`config.mk`:
```
export PLATFORM = sky130hd
export DESIGN_NAME = fifo_flex
export DESIGN_NICKNAME = d
export VERILOG_FILES = /design/src/rtl/fifo_flex.sv
export SDC_FILE = /design/constraint.sdc
export NUM_CORES = 1
export LEC_CHECK = 0
export CELL_PAD_IN_SITES_DETAIL_PLACEMENT = 2
export CELL_PAD_IN_SITES_GLOBAL_PLACEMENT = 2
export CORE_ASPECT_RATIO = 0.7
export CORE_UTILIZATION = 45
export DETAILED_ROUTE_END_ITERATION = 8
export GPL_ROUTABILITY_DRIVEN = 0
export PLACE_DENSITY_LB_ADDON = 0.3
export SYNTH_ARGS = -nofsm -noshare
export SYNTH_HDL_FRONTEND = slang
export SYNTH_SLANG_ARGS = --single-unit
```
`constraint.sdc`:
```
create_clock -name clk -period 6.45 [get_ports clk]
set_input_delay 0.645 -clock clk [delete_from_list [all_inputs] [get_ports clk]]
set_output_delay 0.645 -clock clk [all_outputs]
set_load 0.01 [all_outputs]
```
`src/rtl/fifo_flex.sv`:
```
// Single-clock parametrised FIFO: FWFT or registered read, programmable almost flags, occupancy, flush.
// Define FIFO_FLEX_ERR_EN to add the sticky ovf_err/udf_err outputs.
module fifo_flex #(
    parameter int DEPTH     = 16,
    parameter int WIDTH     = 32,
    parameter int FWFT      = 1,
    parameter int AF_THRESH = DEPTH - 2,
    parameter int AE_THRESH = 2
) (
    input  logic                         clk,
    input  logic                         rst,
    input  logic                         flush,
    input  logic                         enq_valid,
    output logic                         enq_ready,
    input  logic [WIDTH-1:0]             enq_data,
    output logic                         deq_valid,
    input  logic                         deq_ready,
    output logic [WIDTH-1:0]             deq_data,
    output logic                         full,
    output logic                         empty,
    output logic                         almost_full,
    output logic                         almost_empty,
    output logic [$clog2(DEPTH+1)-1:0]   count
`ifdef FIFO_FLEX_ERR_EN
    ,
    output logic                         ovf_err,
    output logic                         udf_err
`endif
);

    localparam int PW = (DEPTH > 1) ? $clog2(DEPTH) : 1;
    localparam int CW = $clog2(DEPTH + 1);
    localparam logic [PW-1:0] LAST_PTR = PW'(DEPTH - 1);
    localparam logic [CW-1:0] DEPTH_C  = CW'(DEPTH);
    localparam logic [CW-1:0] AF_C     = CW'(AF_THRESH);
    localparam logic [CW-1:0] AE_C     = CW'(AE_THRESH);

    if (DEPTH < 2 || AE_THRESH < 0 || AE_THRESH >= AF_THRESH || AF_THRESH > DEPTH) begin : g_bad_params
        $fatal(1, "fifo_flex: illegal parameters (need DEPTH>=2 and 0<=AE_THRESH<AF_THRESH<=DEPTH)");
    end

    logic [WIDTH-1:0] r_mem [DEPTH];
    logic [PW-1:0]    r_wr_ptr;
    logic [PW-1:0]    r_rd_ptr;
    logic [CW-1:0]    r_count;

    logic             w_do_enq;
    logic             w_do_deq;
    logic [PW-1:0]    w_wr_ptr_inc;
    logic [PW-1:0]    w_rd_ptr_inc;

    assign full         = (r_count == DEPTH_C);
    assign empty        = (r_count == '0);
    assign almost_full  = (r_count >= AF_C);
    assign almost_empty = (r_count <= AE_C);
    assign count        = r_count;

    // enq_ready deliberately ignores deq_ready: a full FIFO never accepts, even on a same-cycle pop.
    assign enq_ready = !full;
    assign deq_valid = !empty;

    assign w_do_enq = enq_valid && enq_ready;
    assign w_do_deq = deq_valid && deq_ready;

    // Explicit wrap so non-power-of-two depths work.
    assign w_wr_ptr_inc = (r_wr_ptr == LAST_PTR) ? '0 : r_wr_ptr + 1'b1;
    assign w_rd_ptr_inc = (r_rd_ptr == LAST_PTR) ? '0 : r_rd_ptr + 1'b1;

    always_ff @(posedge clk) begin
        if (w_do_enq && !flush) begin
            r_mem[r_wr_ptr] <= enq_data;
        end
    end

    always_ff @(posedge clk or posedge rst) begin
        if (rst) begin
            r_wr_ptr <= '0;
            r_rd_ptr <= '0;
            r_count  <= '0;
        end else if (flush) begin
            r_wr_ptr <= '0;
            r_rd_ptr <= '0;
            r_count  <= '0;
        end else begin
            if (w_do_enq) begin
                r_wr_ptr <= w_wr_ptr_inc;
            end
            if (w_do_deq) begin
                r_rd_ptr <= w_rd_ptr_inc;
            end
            case ({w_do_enq, w_do_deq})
                2'b10:   r_count <= r_count + 1'b1;
                2'b01:   r_count <= r_count - 1'b1;
                default: r_count <= r_count;
            endcase
        end
    end

    if (FWFT != 0) begin : g_fwft
        assign deq_data = r_mem[r_rd_ptr];
    end else begin : g_reg_read
        logic [WIDTH-1:0] r_deq_data;

        // Output register keeps the last popped word through flush.
        always_ff @(posedge clk or posedge rst) begin
            if (rst) begin
                r_deq_data <= '0;
            end else if (w_do_deq && !flush) begin
                r_deq_data <= r_mem[r_rd_ptr];
            end
        end

        assign deq_data = r_deq_data;
    end

`ifdef FIFO_FLEX_ERR_EN
    logic r_ovf_err;
    logic r_udf_err;

    always_ff @(posedge clk or posedge rst) begin
        if (rst) begin
            r_ovf_err <= 1'b0;
            r_udf_err <= 1'b0;
        end else if (flush) begin
            r_ovf_err <= 1'b0;
            r_udf_err <= 1'b0;
        end else begin
            if (enq_valid && full) begin
                r_ovf_err <= 1'b1;
            end
            if (deq_ready && empty) begin
                r_udf_err <= 1'b1;
            end
        end
    end

    assign ovf_err = r_ovf_err;
    assign udf_err = r_udf_err;
`endif

endmodule

```
# [Word-level counts from Yosys, hierarchy flattened]
# Memory sizes are Yosys's and may differ from the RTL's.
# Cells that the tools add are included.
[op_classes] n_lt_le_gt_ge=2 eq_ne=5 reduce_logical=10 n_mux=10 add_sub_neg=4
[op_table] cell="$mux 4" count=6
[op_table] cell="$pmux 5 s2" count=1
[op_table] cell="$add 4x1->4 const B" count=2
[op_table] cell="$eq 4x4->1 const B" count=2
[op_table] cell="$add 5x1->5 const B" count=1
[op_table] cell="$eq 5x5->1 const B" count=1
[op_table] cell="$ge 5x4->1 const B" count=1
[op_table] cell="$le 5x2->1 const B" count=1
[op_table] cell="$logic_not 5->1" count=1
[op_table] cell="$mux 5" count=1
[op_table] cell="$sub 5x1->5 const B" count=1
[op_table] cell="$reduce_bool 2->1" count=2
[op_table] cell="$logic_and 1x1->1" count=3
[op_table] cell="$logic_not 1->1" count=3
[op_table] cell="$reduce_bool 3->1" count=1
[op_table] cell="$eq 2x1->1 const B" count=1
[op_table] cell="$eq 2x2->1 const B" count=1
[op_table] cell="$mux 1" count=2
[word_totals] ff_bits=13 mem_bits_rw=512 mem_count=1 output_inout_bits=43 in_bits=37 word_cells=35
[mem_list] name="r_mem" depth=16 word_bits=32 read_ports=1 rd_clocked_by_memory_dff=0 wr=1 line_no="42" text="logic [WIDTH-1:0] r_mem [DEPTH];"

# [Logic depth before layout (Yosys ltp)]
[logic_depth] depth_word=6 mapped_depth=10 ltp_nobuf=9

# [Worst setup path before layout]
# No wires, ideal clock.
[synth_timing] kind="input-to-reg" start="input port flush" end="memory r_mem[3][0] (enable)" n_path_buf=1 cell_stages=4 setup_slack_ns=2.469 required_ns=5.989 setup_ns=0.461 arrival_ns=3.520 cell_sequence="clkbuf_1 a211oi_1 nand2_1 nor3_1"
[synth_via] elab_chain_cells=4
[synth_rtl] element="start, declared" line_no="12" text="input logic flush,"
[synth_rtl] element="$logic_not 1->1" line_no="70" text="if (w_do_enq && !flush) begin"
[synth_rtl] element="$logic_and 1x1->1" line_no="70"
[synth_rtl] element="$mux 1" line_no="70"
[synth_rtl] element="$mux 1 (not written as such)" line_no="71" text="r_mem[r_wr_ptr] <= enq_data;"
[synth_rtl] element="end, declared" line_no="42"
# Every way passes these cells.

# [Worst setup path after layout]
[layout_timing] start="register r_rd_ptr[0]" end="output port deq_data[22]"
[layout_via] elab_chain_cells=1
[layout_rtl] element="start, declared" line_no="44" text="logic [PW-1:0] r_rd_ptr;"
[layout_rtl] element="start signal, assigned" line_no="89" text="r_rd_ptr <= w_rd_ptr_inc;"
[layout_rtl] element="$mem_v2 16x32"
[layout_rtl] element="end, declared" line_no="18" text="output logic [WIDTH-1:0] deq_data,"
# Every way passes these cells.

==> metrics.yaml <==
outcome: "complete, no violations"
grt_pass1_wl_um: 81610
vdd_drop_max_v: 0.0001718
wirelength_um: 57070
root_buffer: "clkbuf_16"
postRouteAntennaNets: 0
arrival_ns: 3.93
clock-sinks: 525
cp_common_cell: "mux4_2"
wl_per_cell_um: 35.91
final_max_slew_viol_count: 0
clock_skew_ns: 0.01944
grtUsageTotal_pct: 25.34
synth-edff-count: 512
grtUsageMet1_pct: 34.07
die_w_um: 255.8
hold_viol_final: 0
grt_setup_unrepaired: "false"
max_slew.worst_pin.slew_ns: 1.098
required_ns: 5.80
worst_slack_ns: 1.875
clockBufferDepth: 3
die_height_um: 179.6
drc: 0
yosys_register_bits: 525
setup-violations-final: 0
yosys_warnings: 0
hp-class: "input port to async pin"
yosys.area.top_type: "edfxtp_1"
clk_pin_slew_worst_paths_ns: 0.07
critPathLaunchType: "flop"
max_slew_margin_pct: 26.79
htreeDepth: 2
maxClockFrequency_mhz: 218.6
cp-end-kind: "output port"
timing.final.crit_share_pct: 70.93
cts_resized: 0
netlist_area_mm2: 0.02029
synthCells: 844
synth_cell_types: 44
core_mm2: 0.04404
yosysMostFrequentCell: "edfxtp_1"
cts_buffers: 50
async_flop_share_pct: 2.476
grt_pass1_vias: 10730
path_buf_inv: 2
ys_top_cells_by_area: "edfxtp_1 76%, mux4_2 18%, dfrtp_1 1.6%, buf_6 0.50%, ha_1 0.49%"
num_antenna_cells: 0
setup_tns_ns: 0
cpPeakStageDelay_ns: 1.06
rows: 64
grt_max_degree: 70
synthFlopType: "edfxtp_1"
power_density_mw_per_mm2: 365.7
overflow: 0
synth-seq-area-share_pct: 77.39
layout_min_cycle_time_ns: 4.575
num-nets-final: 1000
netlist_top_cells_count: "512 x edfxtp_1, 160 x mux4_2, 23 x nor2_1, 15 x buf_2, 15 x clkbuf_1"
fp.dieArea_mm2: 0.04595
leakagePower_nw: 7.203
syn_area_per_cell_um2: 24.04
cp_max_fo: 49
initial_core_util_pct: 46.06
via_per_inst: 6.040
top_usage_layer: "met2"
critical_path.top_delay_family: "multiplexers"
portBuffers: 79
ios: 80
met2_usage_pct: 43.15
grt_antenna_before_repair: 2
synth_nets: 890
drive_gt1_share_pct: 29.05
vias: 9598
post_cts_buffers: 0
drv_cap: 0
crit_slowest_cell: "dfrtp_4"
pre_cts_ws_ns: 2.450
met3_usage_pct: 4.484
path_cells: "buf_4 -> mux4_2 -> mux4_2 -> clkdlybuf4s50_1"
dr.pass1.iters: 5
insertion_delay_ns: 0.59
hold_buffers: 0
initialDrtViolationCount: 895
path_class: "flop to output port"
cts_tree: "done"
fillers: 3639
syn2layout_area_growth_pct: 16.16
dp_hpwl_um: 30940
synth_top_area_share_pct: 75.79
path summary, 6_finish.rpt:
check,from,end,slack (ns),cells past startpoint
max,r_rd_ptr[0]$_DFFE_PP0P_,deq_data[22],1.87,4
min,rst,count[3]$_DFFE_PP0P_,0.46,2
max reg2reg,count[0]$_DFFE_PP0P_,r_mem[13][23]$_DFFE_PP_,2.85,5
min reg2reg,r_wr_ptr[1]$_DFFE_PP0P_,r_wr_ptr[1]$_DFFE_PP0P_,0.72,2
max in group asynchronous,rst,r_rd_ptr[0]$_DFFE_PP0P_,5.51,2
min in group clk,r_wr_ptr[1]$_DFFE_PP0P_,r_wr_ptr[1]$_DFFE_PP0P_,0.72,2
layout by cell type (no fill, tap or decap), types with 3 or more instances in the layout:
master             n
nor3_2             4
a21oi_1            9
clkdlybuf4s50_1   79
edfxtp_1         512
ha_1               8
o211ai_1           3
nand3_1            5
bufinv_16          7
clkinv_2          17
nor2_4            12
mux2i_1            3
buf_4             21
clkinv_1           6
nor2_1            11
nand2_1           13
nand2b_1           3
inv_1             11
dfrtp_1            9
clkbuf_16         51
clkbuf_1           7
mux4_2           160
stage by stage:
stage / util [%] / power (mW) / instances / area [µm²] / hold slack (ns)
2_1_floorplan: - / 5.027 / 844 / 20290 / 0.5220
3_5_place_dp: 49.70 / 5.570 / 1496 / 21890 / 0.6743
3_3_place_gp: 49.70 / 5.500 / 1496 / 21890 / 0.6364
5_1_grt: 53.51 / 8.877 / 1589 / 23570 / 0.4833
4_1_cts: 53.51 / 8.693 / 1589 / 23570 / 0.4615
6_report: 53.51 / 8.618 / 1589 / 23570 / 0.4559
final cells by class:
class                           count  area [µm²]  share of cell area, %
Tap cell                          594       743.2                  3.154
Timing Repair Buffer              102       988.4                  4.195
Multi-Input combinational cell    263        4400                  18.67
Sequential cell                   525       15710                  66.67
Inverter                           12       45.04                 0.1911
Clock buffer                       60        1330                  5.644
Clock inverter                     33       347.8                  1.476
state kept, by name, indices dropped and copies added, names as in the netlist:
| signal | count |
|---|---|
| count | 5 |
| r_mem | 512 |
| r_rd_ptr | 4 |
| r_wr_ptr | 4 |
report_power, final:
part           switching, mW  internal (mW)
logic                  0.686          0.866
registers              0.159           3.80
clock network           1.35           1.76
kinds of logic after synthesis:
kind of cell	share of synthesized area (%)
AOI/OAI and AO/OA	0.9683
xor gates and xnor gates	0.1295
adders and majority gates	0.5921
buffers and inverters	1.462
DFF	77.39
muxes	18.11
and+or+nand+nor	1.345
per-layer routing:
layer	part of all wire (%)	vias up	wire (µm)
met5	0.023	-	13
met4	2.2	2	1227
met1	41	5284	23360
met2	51	390	29300
li1	-	3839	-
met3	5.5	83	3161
Power figures use the tool's default switching activity.
